## config.mk

```make
export PLATFORM = sky130hd
export DESIGN_NAME = hazard_ctrl
export DESIGN_NICKNAME = d
export VERILOG_FILES = /design/src/rtl/hazard_ctrl.sv
export SDC_FILE = /design/constraint.sdc
export NUM_CORES = 1
export LEC_CHECK = 0
export ABC_AREA = 1
export CAP_MARGIN = 20
export CELL_PAD_IN_SITES_DETAIL_PLACEMENT = 0
export CELL_PAD_IN_SITES_GLOBAL_PLACEMENT = 2
export CORE_UTILIZATION = 16
export DETAILED_ROUTE_END_ITERATION = 10
export GPL_TIMING_DRIVEN = 1
export HOLD_SLACK_MARGIN = 0.03
export PLACE_DENSITY_LB_ADDON = 0.1
export SETUP_SLACK_MARGIN = 0.2
export SYNTH_ARGS = -nofsm -noshare
export SYNTH_HDL_FRONTEND = slang
export SYNTH_SLANG_ARGS = --single-unit
```

## constraint.sdc

```tcl
create_clock -name clk -period 2 [get_ports clk]
set_clock_uncertainty 0.15 [all_clocks]
set_input_delay 0.3 -clock clk [delete_from_list [all_inputs] [get_ports clk]]
set_output_delay 0.3 -clock clk [all_outputs]
set_load 0.05 [all_outputs]
```

## src/rtl/hazard_ctrl.sv

```systemverilog
// Pipeline hazard controller: EXE operand forwarding, load-use stall, branch
// flush, data-memory wait freeze with timeout detection.
// Optional performance counters are built when HAZARD_PERF_EN is defined;
// otherwise stall_count/flush_count are tied to zero.
module hazard_ctrl #(
  parameter logic [7:0] TIMEOUT = 8'd255
) (
  input  logic        clk,
  input  logic        rst,
  input  logic [4:0]  Rs_id,
  input  logic [4:0]  Rt_id,
  input  logic        uses_rt_id,
  input  logic [4:0]  Rs_exe,
  input  logic [4:0]  Rt_exe,
  input  logic [4:0]  regaddr_exe,
  input  logic        regwrite_exe,
  input  logic        memtoreg_exe,
  input  logic [4:0]  regaddr_mem,
  input  logic [4:0]  regaddr_wb,
  input  logic        regwrite_mem,
  input  logic        regwrite_wb,
  input  logic        branch_taken_id,
  input  logic        mem_req_mem,
  input  logic        mem_ready,
  output logic [1:0]  forwardA_exe,
  output logic [1:0]  forwardB_exe,
  output logic        stall_pc,
  output logic        stall_ifid,
  output logic        flush_ifid,
  output logic        flush_idexe,
  output logic        freeze,
  output logic        mem_timeout,
  output logic [31:0] stall_count,
  output logic [31:0] flush_count
);

  localparam logic [1:0] StRun     = 2'd0;
  localparam logic [1:0] StMemWait = 2'd1;
  localparam logic [1:0] StError   = 2'd2;

  logic [1:0] state_q, state_d;
  logic [7:0] wait_cnt_q, wait_cnt_d;
  logic       load_use;
  logic       mem_wait;
  logic       mem_hit_a, mem_hit_b, wb_hit_a, wb_hit_b;

  // Forwarding source select; the MEM stage holds the younger value so it wins.
  always_comb begin
    mem_hit_a = regwrite_mem && (regaddr_mem != 5'd0) && (regaddr_mem == Rs_exe);
    mem_hit_b = regwrite_mem && (regaddr_mem != 5'd0) && (regaddr_mem == Rt_exe);
    wb_hit_a  = regwrite_wb && (regaddr_wb != 5'd0) && (regaddr_wb == Rs_exe);
    wb_hit_b  = regwrite_wb && (regaddr_wb != 5'd0) && (regaddr_wb == Rt_exe);
    if (mem_hit_a)     forwardA_exe = 2'b10;
    else if (wb_hit_a) forwardA_exe = 2'b01;
    else               forwardA_exe = 2'b00;
    if (mem_hit_b)     forwardB_exe = 2'b10;
    else if (wb_hit_b) forwardB_exe = 2'b01;
    else               forwardB_exe = 2'b00;
  end

  // Stall/flush priority: memory freeze, then load-use, then taken branch.
  always_comb begin
    load_use = memtoreg_exe && regwrite_exe && (regaddr_exe != 5'd0) &&
               ((regaddr_exe == Rs_id) || (uses_rt_id && (regaddr_exe == Rt_id)));
    mem_wait    = mem_req_mem && !mem_ready;
    freeze      = mem_wait;
    stall_pc    = 1'b0;
    stall_ifid  = 1'b0;
    flush_ifid  = 1'b0;
    flush_idexe = 1'b0;
    if (mem_wait) begin
      stall_pc   = 1'b1;
      stall_ifid = 1'b1;
    end else if (load_use) begin
      stall_pc    = 1'b1;
      stall_ifid  = 1'b1;
      flush_idexe = 1'b1;
    end else if (branch_taken_id) begin
      flush_ifid = 1'b1;
    end
  end

  // Memory-wait FSM next state; ERROR is only left through reset.
  always_comb begin
    state_d    = state_q;
    wait_cnt_d = wait_cnt_q;
    case (state_q)
      StRun: begin
        if (mem_wait) begin
          wait_cnt_d = 8'd1;
          state_d    = (TIMEOUT <= 8'd1) ? StError : StMemWait;
        end
      end
      StMemWait: begin
        if (!mem_wait) begin
          state_d    = StRun;
          wait_cnt_d = 8'd0;
        end else begin
          // Saturate so the counter can never wrap past TIMEOUT.
          if (wait_cnt_q < TIMEOUT) wait_cnt_d = wait_cnt_q + 8'd1;
          if (wait_cnt_d >= TIMEOUT) state_d = StError;
        end
      end
      StError: begin
        state_d = StError;
      end
      default: begin
        state_d    = StRun;
        wait_cnt_d = 8'd0;
      end
    endcase
  end

  // FSM state and wait counter registers.
  always_ff @(posedge clk or negedge rst) begin
    if (!rst) begin
      state_q    <= StRun;
      wait_cnt_q <= 8'd0;
    end else begin
      state_q    <= state_d;
      wait_cnt_q <= wait_cnt_d;
    end
  end

  assign mem_timeout = (state_q == StError);

`ifdef HAZARD_PERF_EN
  logic [31:0] stall_count_q, flush_count_q;

  // Performance counters, free-running with natural 32-bit wrap.
  always_ff @(posedge clk or negedge rst) begin
    if (!rst) begin
      stall_count_q <= 32'd0;
      flush_count_q <= 32'd0;
    end else begin
      if (stall_pc)                  stall_count_q <= stall_count_q + 32'd1;
      if (flush_ifid || flush_idexe) flush_count_q <= flush_count_q + 32'd1;
    end
  end

  assign stall_count = stall_count_q;
  assign flush_count = flush_count_q;
`else
  assign stall_count = 32'd0;
  assign flush_count = 32'd0;
`endif

endmodule

```

After elaboration in Yosys (flattened, before gate mapping)
Cells that the tools add are included.
Storage, ports and cells
  register bits after elaboration: 10
  bits of input ports: 45
  output and inout bits: 74
  logic and storage cells: 55
Cells by class
  $add $sub $neg: 1
  order comparisons: 2
  eq/ne operators: 10
  muxes and demuxes: 20
  bitwise logic cells: 1
  reductions and logical operators: 19
Operators with widths (count)
  $mux 8: 5
  $eq 5x5->1: 6
  $pmux 8 s3: 1
  $reduce_bool 5->1: 3
  $logic_and 1x1->1: 11
  $mux 2: 5
  $add 8x1->8 const B: 1
  $ge 8x8->1 const B: 1
  $lt 8x8->1 const B: 1
  $mux 1: 8
  $pmux 2 s3: 1
  $reduce_and 2->1: 2
  $ne 3x3->1 const B: 1
  $eq 2x1->1 const B: 1
  $eq 2x2->1 const B: 1
  $logic_not 2->1: 1
  $ne 2x2->1 const B: 1
  $logic_not 1->1: 1
  $logic_or 1x1->1: 1
  $not 1->1: 1

Depth between registers and ports, before layout
Gate-level depths: netlist of run 1.
  depth after elaboration: 8
  mapped depth: 10
  mapped depth without buffers: 10

Least setup slack after synthesis of run 1
No wires, ideal clock.
  path type: input to output
  start: in regaddr_exe[2]
  end: out flush_ifid
  data arrival time: 1.797 ns
  required time: 1.550 ns
  slack: -0.247 ns
  cell stages on the path: 7
  path buffers: 0
  cell sequence: nor3_1 > nand3_1 > nand3_1 > inv_1 > nand2_1 > nand2_1 > nor2_1
Between the ends
  cells in the longest elaborated chain, start to end: 6
  elaborated cells on any way between the ends: 9
  those cells by class: 2 x eq/ne; 2 x mux; 5 x reduce/logical
Ends and longest elaborated chain
  start: declaration: RTL line 15  | input logic [4:0] regaddr_exe,
  $eq 5x5->1: RTL line 64  | ((regaddr_exe == Rs_id) || (uses_rt_id && (regaddr_exe == Rt_id)));
  $logic_and 1x1->1: RTL line 64
  $logic_or 1x1->1: RTL line 64
  $logic_and 1x1->1 (*): RTL line 63  | load_use = memtoreg_exe && regwrite_exe && (regaddr_exe != 5'd0) &&
  $mux 1 (*): RTL line 74  | end else if (load_use) begin
  $mux 1 (*): RTL line 71  | if (mem_wait) begin
  end: declaration: RTL line 29  | output logic flush_ifid,
Mark *: on every way between the ends. The rest lies on a longest branch, timed or not.

Worst setup path after layout of run 1
  start: in regaddr_mem[1]
  end: out forwardB_exe[0]
Between the ends
  cells in the longest elaborated chain, start to end: 4
  elaborated cells on any way between the ends: 5
  those cells by class: 1 x eq/ne; 1 x mux; 3 x reduce/logical
Ends and longest elaborated chain
  start: declaration: RTL line 18  | input logic [4:0] regaddr_mem,
  $reduce_bool 5->1: RTL line 50  | mem_hit_b = regwrite_mem && (regaddr_mem != 5'd0) && (regaddr_mem == Rt_exe);
  $logic_and 1x1->1: RTL line 50
  $logic_and 1x1->1 (*): RTL line 50
  $mux 2 (*): RTL line 56  | if (mem_hit_b) forwardB_exe = 2'b10;
  end: declaration: RTL line 26  | output logic [1:0] forwardB_exe,
Marks and branches as above.

==> results_dict.tcl, run 1 <==
set metrics [dict create \
    drtPass1Iterations 3 \
    grt_overflow 0 \
    num-nets-final 357 \
    dp_hpwl_um 3680 \
    synth_area_leader_cell "buf_4" \
    cp.required_ns 1.55 \
    hold_violations 0 \
    syn_area_mm2 0.00163 \
    power_leakage_nw 1.19 \
    finalCriticalPeriod_ns 1.75 \
    yosys_most_used_dff "dfrtp_1" \
    synth_warnings 0 \
    seq_area_frac_synth_pct 15.4 \
    yosys-top-cells-count "buf_4, nand2_1, inv_1, nor2_1, nand3_1" \
    nFillCells 1119 \
    h-tree-depth 1 \
    first_global_vias 1381 \
    drv_slew 0 \
    reg2reg_slack_ns 0.38 \
    status "completed" \
    syn2layout_area_growth_pct 45.3 \
    avgViaCountPerCell 3.32 \
    wl_per_cell_um 9.51 \
    critical-path-top-delay-family "buffers and inverters" \
    reg2reg_depth 10 \
    critPathCaptureType "output port" \
    initial_core_util_pct 16.6 \
    path_class "in2out" \
    root_buffer "clkbuf_8" \
    core.rowCount 36 \
    start_kind "input pin" \
    grt_max_degree 11 \
    cts_tree "yes" \
    cp_cell_sequence "buf_2, buf_6, xor2_2, nor4_2, buf_4, nor2_4, buf_8" \
    dp_slack_ns -0.255 \
    die_x_um 103 \
    hp-class "in2async" \
    clk_transition_reported_paths_ns 0.05 \
    drive_gt1_share_pct 33.5 \
    drtIter0Drc 36 \
    gp_congestion 0.721 \
    setup-violations-final 0 \
    maxCapViolCount 0 \
    antenna_cells 0 \
    fin_setup_tns_ns 0 \
    yosysMostFrequentCell "buf_4" \
    grt_pass1_wl_um 6540 \
    rsz0062_at_grt "yes" \
    period_share_pct 87.6 \
    fmax_mhz 571 \
    synth_top_area_share_pct 30.9 \
    grt_use_total_pct 8.00 \
    cp_num_buf_inv 4 \
    clockBufferDepth 2 \
    drt_wl_total_um 4210 \
    synth_edf_count 0 \
    core_area_mm2 0.00982 \
    clock_latency_ns 0.24 \
    die_area_mm2 0.0106 \
    vias 1470 \
    ys_ff_latch 10 \
    syn_inst 239 \
    maxSlewHeadroom_pct 64.8 \
    tightest_slew_ns 0.526 \
    path_max_fanout 2 \
    ant_nets 0 \
    worst_slack_ns 0.249 \
    drc 0 \
    crit_cells 7 \
    crit_slowest_cell "nor4_2" \
    port_buffers 54 \
    io-pin-count 119 \
    avgSynthCellArea_um2 6.80 \
    numCtsBuffers 3 \
    power_density_mw_per_mm2 442 \
    holdBufCountCts 0 \
    postLayoutCoreUtil_pct 24.1 \
    yosysUniqueCellTypes 26 \
    synth-async-reset-ratio_pct 100 \
    clock_sinks 10 \
    cpPeakStageDelay_ns 0.27 \
    vdd_drop_max_mv 0.188 \
    critPathArrivalTime_ns 1.30 \
    die_y_um 103 \
    antenna_found_initial 0 \
    synth_area_leaders "buf_4, dfrtp_1, nand2_1, xor2_1, xnor2_1" \
]
[registers in the layout (all words and copies together), names as in the netlist]
name,count
wait_cnt_q,8
state_q,2
[cells by family after synthesis]
family | Yosys count | synth area share (%)
AND/OR/NAND/NOR | 96 | 28.4
buffers and inverters | 91 | 36.5
XOR/XNOR | 26 | 14.0
AO/OA/AOI/OAI | 14 | 4.70
flip-flops | 10 | 15.4
adder cells (fa/ha/maj) | 1 | 0.770
other | 1 | 0.231
[cells in the final DEF, fill, tap and decap left out, drive strengths merged]
cell,instances
clkdlybuf4s15,4
nand2,38
nand4,3
dfrtp,10
o22ai,3
ha,1
a21oi,2
dlygate4sd2,4
buf,43
dlymetal6s2s,1
nand3,20
xor2,15
nor3,4
conb,64
or2,1
xnor2,11
inv,24
o21ai,8
nor4,2
clkbuf,17
nor2,28
clkdlybuf4s50,6
o21bai,1
[report_power, final]
| part | switching, W | internal (W) | total (W) |
|---|---|---|---|
| combinational | 0.000411 | 0.000155 | 0.000565 |
| sequential | 0.00000945 | 0.000210 | 0.000219 |
| clock | 0.0000853 | 0.000174 | 0.000259 |
[stage by stage]
| step | power, W | hold slack (ns) | instances | area, um2 |
|---|---|---|---|---|
| 3_3_place_gp | 0.000783 | 0.371 | 438 | 2260 |
| 2_1_floorplan | 0.000699 | -0.146 | 302 | 1880 |
| 5_1_grt | 0.00110 | 0.303 | 443 | 2360 |
| 4_1_cts | 0.00104 | 0.285 | 442 | 2330 |
| 3_5_place_dp | 0.000777 | 0.379 | 438 | 2260 |
| 6_report | 0.00104 | 0.260 | 443 | 2360 |
[worst register-to-register path, delay by kind of cell (launching register included)]
family                     cells  cell delay [ns]
adders and majority gates      1             0.19
and+or+nand+nor                9             0.77
DFF                            1             0.44
[area by class of cell]
| class | count | area (um2) | share of cell area, % |
|---|---|---|---|
| multi-input combinational | 201 | 1170 | 49.7 |
| timing repair buffer | 71 | 623 | 26.4 |
| sequential | 10 | 253 | 10.7 |
| tap | 133 | 166 | 7.04 |
| inverter | 24 | 90.1 | 3.81 |
| clock buffer | 4 | 55.1 | 2.33 |
[final timing paths]
path | startpoint | endpoint
min | rst | wait_cnt_q[6]$_DFFE_PN0P_
max | regaddr_mem[1] | forwardB_exe[0]
min in group clk | state_q[0]$_DFFE_PN0P_ | state_q[1]$_DFFE_PN0P_
max reg2reg | wait_cnt_q[1]$_DFFE_PN0P_ | state_q[1]$_DFFE_PN0P_
max in group asynchronous | rst | wait_cnt_q[1]$_DFFE_PN0P_
min reg2reg | state_q[0]$_DFFE_PN0P_ | state_q[1]$_DFFE_PN0P_
[repair_timing]
item                       4_1_cts  5_1_grt
resized for setup              113       50
pin swaps                       30       30
hold endpoints to repair         0        0
setup endpoints to repair        8       10
buffers inserted                 0        1
[layer usage]
metal | GRT usage [%] | up-vias | routed length (um)
met1 | 9.50 | 642 | 1800
met4 | 1.95 | 0 | 25
met3 | 1.69 | 2 | 286
met5 | 0 | - | 0
li1 | - | 755 | -
met2 | 14.6 | 71 | 2100
Note: power is estimated with default switching activity, not from simulation.
==> inputs of run 2 (changes only) <==
--- a/config.mk
+++ b/config.mk
@@ -15,6 +15,7 @@
 export HOLD_SLACK_MARGIN = 0.03
 export PLACE_DENSITY_LB_ADDON = 0.1
 export SETUP_SLACK_MARGIN = 0.2
+export SLEW_MARGIN = 20
 export SYNTH_ARGS = -nofsm -noshare
 export SYNTH_HDL_FRONTEND = slang
 export SYNTH_SLANG_ARGS = --single-unit
==> results of run 2 <==
Final layout, timing and power as in run 1 (identical DEF).
